==> config.mk <==
export PLATFORM = sky130hd
export DESIGN_NAME = pipeline_issue_ctrl_flat
export DESIGN_NICKNAME = d
export VERILOG_FILES = /design/src/rtl/pipeline_issue_ctrl_pkg.sv /design/src/rtl/pipeline_issue_ctrl_if.sv /design/src/rtl/pipeline_issue_ctrl_scoreboard.sv /design/src/rtl/pipeline_issue_ctrl.sv /design/src/flat_wrapper.sv
export SDC_FILE = /design/constraint.sdc
export NUM_CORES = 1
export LEC_CHECK = 0
export ABC_AREA = 1
export CAP_MARGIN = 10
export CELL_PAD_IN_SITES_DETAIL_PLACEMENT = 1
export CELL_PAD_IN_SITES_GLOBAL_PLACEMENT = 2
export CORE_MARGIN = 2
export CORE_UTILIZATION = 27
export CTS_BUF_LIST = sky130_fd_sc_hd__clkbuf_4 sky130_fd_sc_hd__clkbuf_8
export CTS_CLUSTER_SIZE = 30
export DETAILED_ROUTE_END_ITERATION = 10
export PLACE_DENSITY_LB_ADDON = 0.1
export SLEW_MARGIN = 15
export SYNTH_ARGS = -nofsm -noshare
export SYNTH_HDL_FRONTEND = slang
export SYNTH_SLANG_ARGS = --single-unit
==> constraint.sdc <==
create_clock -name clk -period 1.9 [get_ports clk]
set_clock_uncertainty 0.15 [all_clocks]
set_input_delay 0.19 -clock clk [delete_from_list [all_inputs] [get_ports clk]]
set_output_delay 0.19 -clock clk [all_outputs]
set_load 0.01 [all_outputs]
==> src/rtl/pipeline_issue_ctrl_pkg.sv <==
// Shared ISA definitions for the issue controller: opcode classes, HALT/NOP
// constants, instruction field positions and controller state encoding.
package pipe_isa_pkg;

    localparam logic [31:0] NOP_INSTR = 32'h0;
    localparam logic [5:0]  OP_HALT   = 6'b111111;
    localparam logic [2:0]  CLS_R     = 3'b010;
    localparam logic [2:0]  CLS_I     = 3'b011;

    localparam int REG_W  = 5;
    localparam int OP_LSB = 26;
    localparam int RD_LSB = 21;
    localparam int RS_LSB = 16;
    localparam int RT_LSB = 11;

    typedef enum logic [1:0] {ST_IDLE, ST_RUN, ST_DRAIN, ST_HALTED} state_t;
    typedef enum logic [1:0] {K_R, K_I, K_HALT, K_ILL} op_kind_t;

    function automatic op_kind_t op_kind(input logic [5:0] op);
        if (op == OP_HALT)         return K_HALT;
        else if (op[5:3] == CLS_R) return K_R;
        else if (op[5:3] == CLS_I) return K_I;
        else                       return K_ILL;
    endfunction

endpackage

==> src/rtl/pipeline_issue_ctrl_if.sv <==
// Valid/ready instruction source handshake into the issue controller.
interface pipeline_issue_ctrl_if;
    logic [31:0] in_instr;
    logic        in_valid;
    logic        in_ready;

    modport master (output in_instr, output in_valid, input  in_ready);
    modport slave  (input  in_instr, input  in_valid, output in_ready);
endinterface

==> src/rtl/pipeline_issue_ctrl_scoreboard.sv <==
// In-flight destination tracker: a shift register of {valid,rd} compared
// against the candidate instruction's source registers.
module hazard_scoreboard
    import pipe_isa_pkg::*;
#(
    parameter int HAZ_DEPTH = 3
) (
    input  logic             clk,
    input  logic             rst_n,
    input  logic             push_valid,
    input  logic [REG_W-1:0] push_rd,
    input  logic [REG_W-1:0] rs,
    input  logic [REG_W-1:0] rt,
    input  logic             chk_rt,
    output logic             hazard
);
    // A producer holds off HAZ_DEPTH-1 following slots (at least one), so only
    // that many registered entries take part in the comparison.
    localparam int WIN = (HAZ_DEPTH > 1) ? HAZ_DEPTH - 1 : 1;

    logic [WIN-1:0]             vld_pipe;
    logic [WIN-1:0][REG_W-1:0]  rd_pipe;

    always_ff @(posedge clk or negedge rst_n) begin
        if (!rst_n) begin
            vld_pipe <= '0;
            rd_pipe  <= '0;
        end else begin
            vld_pipe[0] <= push_valid;
            rd_pipe[0]  <= push_rd;
            for (int i = 1; i < WIN; i++) begin
                vld_pipe[i] <= vld_pipe[i-1];
                rd_pipe[i]  <= rd_pipe[i-1];
            end
        end
    end

    always_comb begin
        hazard = 1'b0;
        for (int i = 0; i < WIN; i++) begin
            if (vld_pipe[i] && ((rd_pipe[i] == rs) || (chk_rt && (rd_pipe[i] == rt))))
                hazard = 1'b1;
        end
    end

endmodule

==> src/rtl/pipeline_issue_ctrl.sv <==
// Issue controller feeding the 5-stage pipeline: RAW bubbles, illegal drop,
// HALT drain. Optional perf counters enabled by defining PERF_CNT_EN.
module pipeline_issue_ctrl
    import pipe_isa_pkg::*;
#(
    parameter int HAZ_DEPTH  = 3,
    parameter int PIPE_DEPTH = 4,
    parameter int CNT_W      = 16
) (
    input  logic                 clk,
    input  logic                 rst_n,
    input  logic                 start,
    pipeline_issue_ctrl_if.slave src,
    output logic [31:0]          instr_out,
    output logic                 issue_valid,
    output logic                 busy,
    output logic                 halted,
    output logic                 err_illegal
`ifdef PERF_CNT_EN
    ,
    output logic [CNT_W-1:0]     issue_cnt,
    output logic [CNT_W-1:0]     stall_cnt
`endif
);
    localparam int DRAIN_W = $clog2(PIPE_DEPTH + 1);
    localparam logic [DRAIN_W-1:0] DRAIN_LOAD = DRAIN_W'(PIPE_DEPTH - 1);

    state_t               state_q, state_d;
    op_kind_t             kind;
    logic                 sb_hit, hazard, accept, push_valid;
    logic [31:0]          instr_d;
    logic                 ivld_d, err_d;
    logic [DRAIN_W-1:0]   drain_q, drain_d;

    assign kind   = op_kind(src.in_instr[OP_LSB +: 6]);
    assign hazard = src.in_valid && ((kind == K_R) || (kind == K_I)) && sb_hit;
    assign src.in_ready = (state_q == ST_RUN) && !hazard;
    assign accept = src.in_valid && src.in_ready;
    assign busy   = (state_q == ST_RUN) || (state_q == ST_DRAIN);
    assign halted = (state_q == ST_HALTED);

    hazard_scoreboard #(.HAZ_DEPTH(HAZ_DEPTH)) u_sb (
        .clk        (clk),
        .rst_n      (rst_n),
        .push_valid (push_valid),
        .push_rd    (src.in_instr[RD_LSB +: REG_W]),
        .rs         (src.in_instr[RS_LSB +: REG_W]),
        .rt         (src.in_instr[RT_LSB +: REG_W]),
        .chk_rt     (kind == K_R),
        .hazard     (sb_hit)
    );

    always_comb begin
        state_d    = state_q;
        drain_d    = drain_q;
        instr_d    = NOP_INSTR;
        ivld_d     = 1'b0;
        err_d      = 1'b0;
        push_valid = 1'b0;
        case (state_q)
            ST_IDLE: if (start) state_d = ST_RUN;
            ST_RUN: begin
                if (accept) begin
                    case (kind)
                        K_R, K_I: begin
                            instr_d    = src.in_instr;
                            ivld_d     = 1'b1;
                            push_valid = 1'b1;
                        end
                        K_HALT: begin
                            state_d = ST_DRAIN;
                            drain_d = DRAIN_LOAD;
                        end
                        default: err_d = 1'b1;
                    endcase
                end
            end
            ST_DRAIN: begin
                if (drain_q == '0) state_d = ST_HALTED;
                else               drain_d = drain_q - 1'b1;
            end
            ST_HALTED: ;
            default:   state_d = ST_IDLE;
        endcase
    end

    always_ff @(posedge clk or negedge rst_n) begin
        if (!rst_n) begin
            state_q     <= ST_IDLE;
            drain_q     <= '0;
            instr_out   <= NOP_INSTR;
            issue_valid <= 1'b0;
            err_illegal <= 1'b0;
        end else begin
            state_q     <= state_d;
            drain_q     <= drain_d;
            instr_out   <= instr_d;
            issue_valid <= ivld_d;
            err_illegal <= err_d;
        end
    end

`ifdef PERF_CNT_EN
    // Saturating: a wrapped counter would read as a near-idle pipe.
    always_ff @(posedge clk or negedge rst_n) begin
        if (!rst_n) begin
            issue_cnt <= '0;
            stall_cnt <= '0;
        end else begin
            if (ivld_d && !(&issue_cnt)) issue_cnt <= issue_cnt + 1'b1;
            if ((state_q == ST_RUN) && hazard && !(&stall_cnt)) stall_cnt <= stall_cnt + 1'b1;
        end
    end
`endif

endmodule

==> src/flat_wrapper.sv <==
// flat-port wrapper written by rule: the top's interface ports become plain ports
module pipeline_issue_ctrl_flat import pipe_isa_pkg::*;
#(
    parameter int HAZ_DEPTH  = 3,
    parameter int PIPE_DEPTH = 4,
    parameter int CNT_W      = 16
)
  (clk, rst_n, start, instr_out, issue_valid, busy, halted, err_illegal, src_in_instr, src_in_valid, src_in_ready);
  pipeline_issue_ctrl_if src_i ();
  input  logic clk;
  input  logic rst_n;
  input  logic start;
  output logic [31:0] instr_out;
  output logic issue_valid;
  output logic busy;
  output logic halted;
  output logic err_illegal;
  input wire logic [$bits(src_i.in_instr)-1:0] src_in_instr;
  input wire logic [$bits(src_i.in_valid)-1:0] src_in_valid;
  output wire logic [$bits(src_i.in_ready)-1:0] src_in_ready;
  assign src_i.in_instr = src_in_instr;
  assign src_i.in_valid = src_in_valid;
  assign src_in_ready = src_i.in_ready;
  pipeline_issue_ctrl #(.HAZ_DEPTH(HAZ_DEPTH), .PIPE_DEPTH(PIPE_DEPTH), .CNT_W(CNT_W)) u_core (.clk(clk), .rst_n(rst_n), .start(start), .src(src_i), .instr_out(instr_out), .issue_valid(issue_valid), .busy(busy), .halted(halted), .err_illegal(err_illegal));
endmodule
==> flow_metrics.tcl, run 1 <==
set metrics [dict create \
    power.combinational.fraction_pct 39.2 \
    synth_edf_count 0 \
    worst_slack_ns 0.02623 \
    num_rows 33 \
    worst_ep_required_time_ns 1.56 \
    pin_count_of_the_biggest_net_entering_global_routing 51 \
    met3_wirelength_from_detailed_routing_um 431 \
    setup-violations-final 0 \
    ys.warnings.count 0 \
    detail_route.iter0.violations 23 \
    clk_pin_slew_ns 0.10 \
    portBuffers 72 \
    finalCoreUtilization_pct 42.42 \
    total_power_w 0.003093 \
    mappedNetlistNets 304 \
    report.final.hold_viol_count 0 \
    synth_area_leader_cell "sky130_fd_sc_hd__dfrtp_1" \
    power_frac_seq_pct 39.4 \
    netSwitchingFraction_pct 34.32 \
    via_count 1957 \
    status "finished clean" \
    clock-sinks 50 \
    endpoint_kind "output pin" \
    cts_buffers 5 \
    drcViolationCount 0 \
    cellInternalPower_w 0.002032 \
    maximum_count_of_clock_buffers_along_a_single_path 2 \
    global_route.usage.total_pct 13.61 \
    critPathArrivalTime_ns 1.53 \
    layout-drive-gt1-share_pct 17.58 \
    cts_tree "yes" \
    met2_routed_length_um 2903 \
    layout.area.seq_um2 1251 \
    p_leak_nw 1.740 \
    finalNetCount 406 \
    worst-path-max-fanout 4 \
    design.core.area_um2 8093 \
    postSynthRegisterBits 50 \
    post_synthesis_cell_area_um2 2228 \
    routed_wirelength_um 5793 \
    final_design_area_no_fill_um2 3433 \
    slew_limit_fails 0 \
    fillerInstances 985 \
    synthFlopType "sky130_fd_sc_hd__dfrtp_1" \
    dieWidth_um 94.85 \
    routability_congestion_estimate 0.7922 \
    post_synthesis_adder_cell_area_fraction_pct 3.930 \
    post-synth-top-area-fraction_pct 56.15 \
    number_of_library_cell_types_mapped_by_synthesis 21 \
    synth.area.mux_share_pct 0 \
    async_reset_ff_share_pct 100.0 \
    pwr-share-clk_pct 21.5 \
    htreeDepth 2 \
    top_signal_layer_used "met4" \
    detail-route-antenna-nets 0 \
    grt_setup_unrepaired "true" \
    power.switching_w 0.001061 \
    met1Wirelength_um 2394 \
    avgViaCountPerCell 4.173 \
    grt_pass1_wl_um 9259 \
    drt_pre_antenna_iters 4 \
    dp_hpwl_um 4237 \
    antennaDiodeCount 0 \
    timing.setup.tns_ns 0 \
    largest_family_of_logic_cells_by_synthesized_area "simple AND/OR/NAND/NOR gates" \
    placement.cell_area_um2 3264 \
    insertion_delay_ns 0.31 \
    netlist_top_cells_count "sky130_fd_sc_hd__nand2_1 (93), sky130_fd_sc_hd__dfrtp_1 (50), sky130_fd_sc_hd__nor2_1 (39), sky130_fd_sc_hd__inv_1 (28), sky130_fd_sc_hd__nand3_1 (11)" \
    ios 73 \
    design.die.area_um2 8996 \
    yosys.area_share.simple_pct 29.93 \
    min_path_type "in -> reg" \
    dp_worst_setup_slack_ns -0.3671 \
    layout-area-overhead-vs-synth_pct 54.07 \
    synth_most_common_cell "sky130_fd_sc_hd__nand2_1" \
    synth.avg_cell_area_um2 8.538 \
    layout_min_cycle_time_ns 1.874 \
    number_of_global_route_vias_before_repair 1945 \
    clock_root_buffer_master "sky130_fd_sc_hd__clkbuf_8" \
    ys_seq_area_share_pct 56.15 \
    floorplan.initialDensity_pct 27.54 \
    critPathLaunchType "register" \
    wl_per_cell_um 12.35 \
    power_density_nw_per_um2 900.9 \
    gr-total-overflow 0 \
    antenna_found_initial 0 \
    irDropWorstVdd_uv 622.2 \
    fin_crit_sh_pct 98.62 \
    die-height_um 94.85 \
    yosys.area_share.xor_xnor_pct 1.179 \
    worstSetupPathType "reg -> out" \
    multi_input_comb_area_um2 835.8 \
    fmaxAchievable_ghz 0.5337 \
    synthesized_netlist_cell_count 261 \
    largest_cells_by_area_after_synthesis "sky130_fd_sc_hd__dfrtp_1 (56%), sky130_fd_sc_hd__nand2_1 (16%), sky130_fd_sc_hd__nor2_1 (6.6%), sky130_fd_sc_hd__inv_1 (4.7%), sky130_fd_sc_hd__ha_1 (3.9%)" \
    complex_gate_fraction_of_the_synthesized_area_pct 1.404 \
    max_cap_violations 0 \
]
[sequential cells by signal, indices dropped and copies added (netlist names)]
register              cells
u_core.err_illegal        1
u_core.u_sb.rd_pipe      10
u_core.drain_q            3
u_core.state_q            2
u_core.u_sb.vld_pipe      2
u_core.instr_out         32
[timing repair]
action | CTS | global route
resized for setup | 9 | 5
hold endpoints to repair | 50 | 0
gates cloned | 0 | 1
hold buffers | 1 | 0
endpoints found under the setup margin | 2 | 19
buffers inserted | 3 | 0
[final timing paths]
kind                                              from                endpoint  slack, ns  depth (start not counted)
worst max-delay path            u_core.u_sb.rd_pipe[1]            src_in_ready       0.03                         10
worst min-delay path                  src_in_instr[22]  u_core.u_sb.rd_pipe[1]       0.19                          1
worst max register to register  u_core.u_sb.rd_pipe[1]    u_core.instr_out[15]       0.10                         13
worst min register to register  u_core.u_sb.rd_pipe[3]  u_core.u_sb.rd_pipe[8]       0.28                          0
max in group asynchronous                        rst_n    u_core.instr_out[18]       1.13                          3
min in group asynchronous                        rst_n    u_core.instr_out[19]       0.23                          3
[power groups by stage]
stage / sequential [W] / clock, W / combinational, W
2_1_floorplan: 0.00126 / 0 / 0.000608
3_3_place_gp: 0.00125 / 0 / 0.00116
4_1_cts: 0.00122 / 0.000705 / 0.00121
6_report: 0.00122 / 0.000665 / 0.00121
5_1_grt: 0.00123 / 0.000739 / 0.00138
3_5_place_dp: 0.00126 / 0 / 0.00117
[critical path: stages (launching register included)]
cell                      delay [ns]
sky130_fd_sc_hd__dfrtp_1        0.43
sky130_fd_sc_hd__inv_1          0.06
sky130_fd_sc_hd__nand2_1        0.05
sky130_fd_sc_hd__nand2_1        0.06
sky130_fd_sc_hd__nor2_2         0.11
sky130_fd_sc_hd__nand3_1        0.07
sky130_fd_sc_hd__nand2_1        0.08
sky130_fd_sc_hd__nand2_1        0.06
sky130_fd_sc_hd__nand2_2        0.10
sky130_fd_sc_hd__a21oi_4        0.07
sky130_fd_sc_hd__buf_6          0.13
[metrics by stage]
step	hold WS (ns)	instances
floorplan	-0.2556	261
global placement	0.05593	456
detailed placement	0.05623	456
CTS	0.1735	468
global route	0.1825	469
finish	0.1887	469
[layout by cell type, fill, tap and decap left out, drive strengths merged, types with 2 or more instances in the layout]
master,synthesis,final
xnor2,2,2
nor2,47,47
clkdlybuf4s50,0,67
dlygate4sd2,0,3
dfrtp,50,50
clkbuf,2,7
inv,34,35
ha,7,7
buf,3,28
nand2,97,97
nand3,13,13
[final cells by class]
cell class | instances | area share [%]
clock inverters | 2 | 0.5102
flip-flops and latches | 50 | 36.44
well taps | 105 | 3.827
clock buffers | 6 | 2.223
repair buffers | 100 | 28.94
inverters | 34 | 3.717
multi-input cells | 172 | 24.34
[cells by family after synthesis]
logic type | count (synthesis)
simple gates | 159
flops | 50
buf+inv | 39
fa+ha+maj | 7
xor+xnor | 3
compound gates | 2
other cells | 1
[per-layer routing]
metal / up-vias / track usage [%]
met1: 929 / 15.82
met5: - / 0
met4: 0 / 3.623
li1: 977 / -
met3: 6 / 5.666
met2: 45 / 23.11
(Power assumes the default switching activity.)
==> run 2: changes to the inputs <==
Clock period 1.9 ns to 1.8 ns, I/O delays scaled along.
==> run 2 against run 1 <==
Net effect: the run now ends with setup timing left; final area rose by 3.2%; combinational power increased by 16%; final cell count rose by 0.64%; flip-flop and latch count stayed put; critical path depth unchanged; sequential share of layout area down 1.1 points; register-to-register slack got worse by 0.11 ns; count of clock-buffer cells in the layout is 1 higher; utilization up 1.4 points; first-iteration DRC count grew 35%; total power grew 11%; clock power rose by 13%.
==> flow_metrics.tcl, run 2 (synthesis results as in run 1) <==
set metrics [dict create \
    floorplan.initialDensity_pct 27.54 \
    largest_reg_flops 32 \
    layout_min_cycle_time_ns 1.860 \
    critPathArrivalTime_ns 1.53 \
    number_of_global_route_vias_before_repair 1969 \
    most_used_cell_cp "sky130_fd_sc_hd__nand2_1" \
    design.core.area_um2 8093 \
    design.die.area_um2 8996 \
    grt_setup_unrepaired "true" \
    pwr-share-clk_pct 21.8 \
    worstSetupPathType "reg -> out" \
    endpoint_kind "output pin" \
    fmaxAchievable_ghz 0.5375 \
    crit_path_top_delay_cell "sky130_fd_sc_hd__dfrtp_2" \
    layout-area-overhead-vs-synth_pct 59.07 \
    ios 73 \
    num_rows 33 \
    finalCoreUtilization_pct 43.80 \
    drcViolationCount 0 \
    power_frac_seq_pct 37.6 \
    slew_limit_fails 0 \
    critPathLaunchType "register" \
    htreeDepth 2 \
    detail-route-antenna-nets 0 \
    violations "setup timing" \
    gr-total-overflow 0 \
    dieWidth_um 94.85 \
    worst-path-max-fanout 4 \
    total_power_w 0.003441 \
    max_flop_register "u_core.instr_out" \
    routed_wirelength_um 5969 \
    irDropWorstVdd_uv 586.0 \
    clock_root_buffer_master "sky130_fd_sc_hd__clkbuf_8" \
    power.combinational.fraction_pct 40.6 \
    layout_common_cells "sky130_fd_sc_hd__nand2_1 (82), sky130_fd_sc_hd__clkdlybuf4s50_1 (66), sky130_fd_sc_hd__dfrtp_1 (49), sky130_fd_sc_hd__nor2_1 (33), sky130_fd_sc_hd__buf_4 (24)" \
    mostFrequentLayoutCell "sky130_fd_sc_hd__nand2_1" \
    routability_congestion_estimate 0.8119 \
    fillerInstances 974 \
    wl_per_cell_um 12.65 \
    netSwitchingFraction_pct 34.48 \
    fin_crit_sh_pct 103.4 \
    portBuffers 72 \
    min_path_type "in -> reg" \
    clock-sinks 50 \
    detail_route.iter0.violations 31 \
    timing.critical_path.slowest_cell_delay_ns 0.45 \
    worst_slack_ns -0.06033 \
    grt_pass1_wl_um 9508 \
    global_route.usage.total_pct 13.92 \
    max_cap_violations 0 \
    die-height_um 94.85 \
    power.switching_w 0.001186 \
    pin_count_of_the_biggest_net_entering_global_routing 51 \
    maximum_count_of_clock_buffers_along_a_single_path 2 \
    layout_top_registers "u_core.instr_out (32), u_core.u_sb.rd_pipe (10), u_core.drain_q (3)" \
    layout-drive-gt1-share_pct 23.71 \
    avgViaCountPerCell 4.176 \
    cp_cell_sequence "inv_2 -> nand2_1 -> nand2_1 -> nor2_2 -> nand3_1 -> nand2_1 -> nand2_2 -> nand2_4 -> a21oi_4 -> buf_6" \
    cts_tree "yes" \
    setup-violations-final 4 \
    via_count 1971 \
    dp_hpwl_um 4294 \
    clk_pin_slew_ns 0.10 \
    finalNetCount 409 \
    cts_buffers 5 \
    antenna_found_initial 0 \
    insertion_delay_ns 0.31 \
    status "finished with violations" \
    cellInternalPower_w 0.002254 \
    p_leak_nw 1.801 \
    drt_pre_antenna_iters 3 \
    power_density_nw_per_um2 970.6 \
    report.final.hold_viol_count 0 \
    worst_ep_required_time_ns 1.47 \
    antennaDiodeCount 0 \
]
-- run 2: power by group through the flow --
stage / Sequential [W] / Combinational (W) / Clock [W]
6_report: 0.00129 / 0.00140 / 0.000749
5_1_grt: 0.00131 / 0.00157 / 0.000828
4_1_cts: 0.00129 / 0.00128 / 0.000794
3_5_place_dp: 0.00132 / 0.00127 / 0
3_3_place_gp: 0.00131 / 0.00126 / 0
2_1_floorplan: 0.00133 / 0.000641 / 0
-- run 2: final timing paths --
| kind | from | cells after the start | slack [ns] | endpoint |
|---|---|---|---|---|
| max in group asynchronous | rst_n | 3 | 1.01 | u_core.u_sb.rd_pipe[0] |
| max reg2reg | u_core.u_sb.rd_pipe[0] | 15 | -0.01 | u_core.drain_q[2] |
| min | src_in_instr[20] | 4 | 0.11 | u_core.instr_out[20] |
| min reg2reg | u_core.u_sb.rd_pipe[3] | 0 | 0.29 | u_core.u_sb.rd_pipe[8] |
| max | u_core.u_sb.rd_pipe[0] | 10 | -0.06 | src_in_ready |
| min in group asynchronous | rst_n | 3 | 0.23 | u_core.instr_out[19] |
-- run 2: per-stage QoR --
step                      hold slack [ns]   TNS, ns  std cells  setup slack (ns)  area [µm²]
after floorplan                   -0.2656         0        261            0.1663        2228
after global placement            0.04780    -10.61        459           -0.4631        3287
after detailed placement          0.04917    -10.35        459           -0.4446        3287
after CTS                          0.1852   -0.1182        469           -0.1182        3405
after global routing               0.1184    -4.270        472           -0.2005        3545
final                              0.1135  -0.08272        472          -0.06033        3545
-- run 2: critical path, delay by kind of cell (launching register included) --
kind                   cells  cell delay, ns
AOI/OAI and AO/OA          1            0.15
buffers and inverters      2            0.19
DFF                        1            0.45
and+or+nand+nor            7            0.42
-- run 2: layout make-up --
class                           instances  area, µm²  share of cell area (%)
Sequential cell                        50       1252                   35.33
Timing Repair Buffer                  103       1026                   28.94
Multi-Input combinational cell        172      902.1                   25.45
Tap cell                              105      131.4                   3.706
Inverter                               34      127.6                   3.600
Clock buffer                            7      96.34                   2.718
Clock inverter                          1      8.758                  0.2471
-- run 2: layer usage --
metal | GRT usage (%) | up-vias | wire (µm)
li1 | - | 982 | -
met3 | 4.709 | 8 | 426
met4 | 4.710 | 0 | 86
met5 | 0 | - | 0
met2 | 24.11 | 44 | 2896
met1 | 16.03 | 937 | 2560
-- run 2: what timing repair did --
item / in CTS / in global routing
pin swaps: 0 / 10
endpoints found under the setup margin: 17 / 40
cloned: 0 / 1
hold buffers: 1 / 0
gates resized for setup: 7 / 34
setup buffers: 1 / 2
endpoints found under the hold margin: 50 / 0
==> run 3: changes to the inputs <==
Settings changed: TNS_END_PERCENT from default to 30.
==> run 3 against run 2 <==
Net effect: the flow still finishes with violations (setup timing); largest power group unchanged; final area down 0.39%; sequential share of layout area up 0.14 points; die area unchanged; critical path depth unchanged; worst hold slack about the same; register-to-register slack about the same; utilization down 0.17 points; first-iteration DRC count up 35%; final cell count unchanged; via count up 0.15%; routed wire length down 0.32%; clock power about the same; highest routed layer unchanged.
==> flow_metrics.tcl, run 3 (synthesis results as in run 1) <==
set metrics [dict create \
    grt_pass1_wl_um 9508 \
    htreeDepth 2 \
    critical_path.top_delay_family "flip-flops" \
    power.combinational.fraction_pct 40.0 \
    netSwitchingFraction_pct 34.28 \
    min_path_type "in -> reg" \
    worst-path-max-fanout 4 \
    wl_per_cell_um 12.61 \
    routability_congestion_estimate 0.8119 \
    finalNetCount 409 \
    irDropWorstVdd_uv 562.8 \
    cts_buffers 5 \
    portBuffers 72 \
    pin_count_of_the_biggest_net_entering_global_routing 51 \
    floorplan.initialDensity_pct 27.54 \
    design.core.area_um2 8093 \
    clk_pin_slew_ns 0.10 \
    critPathLaunchType "register" \
    fin_crit_sh_pct 103.3 \
    report.final.hold_viol_count 0 \
    layout-drive-gt1-share_pct 23.16 \
    finish.cell_count_without_fillers 472 \
    layout-area-overhead-vs-synth_pct 58.45 \
    num_rows 33 \
    critPathArrivalTime_ns 1.53 \
    status "finished with violations" \
    layout_top_registers "u_core.instr_out (32), u_core.u_sb.rd_pipe (10), u_core.drain_q (3)" \
    dp_hpwl_um 4294 \
    setup-violations-final 1 \
    clock_root_buffer_master "sky130_fd_sc_hd__clkbuf_8" \
    crit_path_top_delay_cell "sky130_fd_sc_hd__dfrtp_2" \
    dieWidth_um 94.85 \
    number_of_global_route_vias_before_repair 1969 \
    worstSetupPathType "reg -> out" \
    worst_slack_ns -0.05972 \
    crit_buf_inv 2 \
    avgViaCountPerCell 4.182 \
    slew_limit_fails 0 \
    violations "setup timing" \
    drt_pre_antenna_iters 4 \
    largest_reg_flops 32 \
    mostFrequentLayoutCell "sky130_fd_sc_hd__nand2_1" \
    layout_min_cycle_time_ns 1.860 \
    pwr-share-clk_pct 22.0 \
    drcViolationCount 0 \
    number_of_placed_cells_counting_well_taps 459 \
    finalCoreUtilization_pct 43.63 \
    layout_common_cells "sky130_fd_sc_hd__nand2_1 (83), sky130_fd_sc_hd__clkdlybuf4s50_1 (66), sky130_fd_sc_hd__dfrtp_1 (49), sky130_fd_sc_hd__nor2_1 (34), sky130_fd_sc_hd__buf_4 (25)" \
    gr-total-overflow 0 \
    dp_worst_setup_slack_ns -0.4446 \
    power_frac_seq_pct 38.0 \
    timing.hold.ws_ns 0.1139 \
    cts_tree "yes" \
    fmaxAchievable_ghz 0.5377 \
    max_cap_violations 0 \
    p_leak_nw 1.796 \
    die-height_um 94.85 \
    detail-route-antenna-nets 0 \
    antenna_found_initial 0 \
    cp_cell_sequence "inv_2 -> nand2_1 -> nand2_1 -> nor2_2 -> nand3_1 -> nand2_1 -> nand2_2 -> nand2_4 -> a21oi_4 -> buf_6" \
    global_route.usage.total_pct 13.92 \
    worst_ep_required_time_ns 1.47 \
    fillerInstances 977 \
    grt_setup_unrepaired "true" \
    via_count 1974 \
    max_flop_register "u_core.instr_out" \
    antennaDiodeCount 0 \
    design.die.area_um2 8996 \
    routed_wirelength_um 5950 \
    insertion_delay_ns 0.30 \
    cellInternalPower_w 0.002239 \
    power_density_nw_per_um2 965.0 \
    detail_route.iter0.violations 42 \
    power.switching_w 0.001168 \
    maximum_count_of_clock_buffers_along_a_single_path 2 \
    most_used_cell_cp "sky130_fd_sc_hd__nand2_1" \
    clock-sinks 50 \
    timing.critical_path.slowest_cell_delay_ns 0.45 \
    ios 73 \
    endpoint_kind "output pin" \
]
run 3: per-stage QoR:
stage                     power, W  area, µm²  setup TNS (ns)
final                     0.003407       3531        -0.05972
after global placement    0.002575       3287          -10.61
after floorplan           0.001970       2228               0
after detailed placement  0.002593       3287          -10.35
after global routing      0.003671       3531          -4.163
after CTS                 0.003361       3405         -0.1182
run 3: power groups by stage:
stage	clock [W]	combinational (W)	sequential, W
floorplan	0	0.000641	0.00133
global placement	0	0.00126	0.00131
detailed placement	0	0.00127	0.00132
CTS	0.000794	0.00128	0.00129
global route	0.000828	0.00153	0.00131
finish	0.000750	0.00136	0.00129
run 3: area by class of cell:
type	instances	area, µm²	area share [%]
Clock buffer	7	96.34	2.729
Clock inverter	1	8.758	0.2481
Inverter	34	127.6	3.614
Multi-Input combinational cell	172	892.1	25.27
Sequential cell	50	1252	35.47
Tap cell	105	131.4	3.721
Timing Repair Buffer	103	1022	28.95
run 3: timing repair:
item                                    in CTS  in global routing
cloned                                       0                  1
resized for setup                            7                 30
endpoints found under the hold margin       50                  0
hold buffers                                 1                  0
endpoints found under the setup margin      17                 40
pin swaps                                    0                  9
setup buffers                                1                  2
run 3: metal layers:
metal  global-route usage, %  vias to the layer above  part of all wire [%]
met5                       0                        -                     0
met2                   24.11                       44                    49
met4                   4.710                        0                   1.4
li1                        -                      980                     -
met3                   4.709                        8                   7.2
met1                   16.03                      942                    43
run 3: path summary, 6_finish.rpt:
| path | end | slack [ns] | depth (start not counted) | start |
|---|---|---|---|---|
| max in group asynchronous | u_core.u_sb.rd_pipe[0] | 1.01 | 3 | rst_n |
| min in group asynchronous | u_core.instr_out[19] | 0.23 | 3 | rst_n |
| hold / removal | u_core.instr_out[20] | 0.11 | 4 | src_in_instr[20] |
| setup reg to reg | u_core.instr_out[15] | 0 | 13 | u_core.u_sb.rd_pipe[0] |
| hold reg to reg | u_core.u_sb.rd_pipe[8] | 0.29 | 0 | u_core.u_sb.rd_pipe[3] |
| setup / recovery | src_in_ready | -0.06 | 10 | u_core.u_sb.rd_pipe[0] |
run 3: worst register-to-register path: cells and delay by family (launching register included):
kind / cells / cell delay (ns)
DFF: 1 / 0.45
and+or+nand+nor: 9 / 0.58
buffers and inverters: 3 / 0.40
AOI/OAI and AO/OA: 1 / 0.15
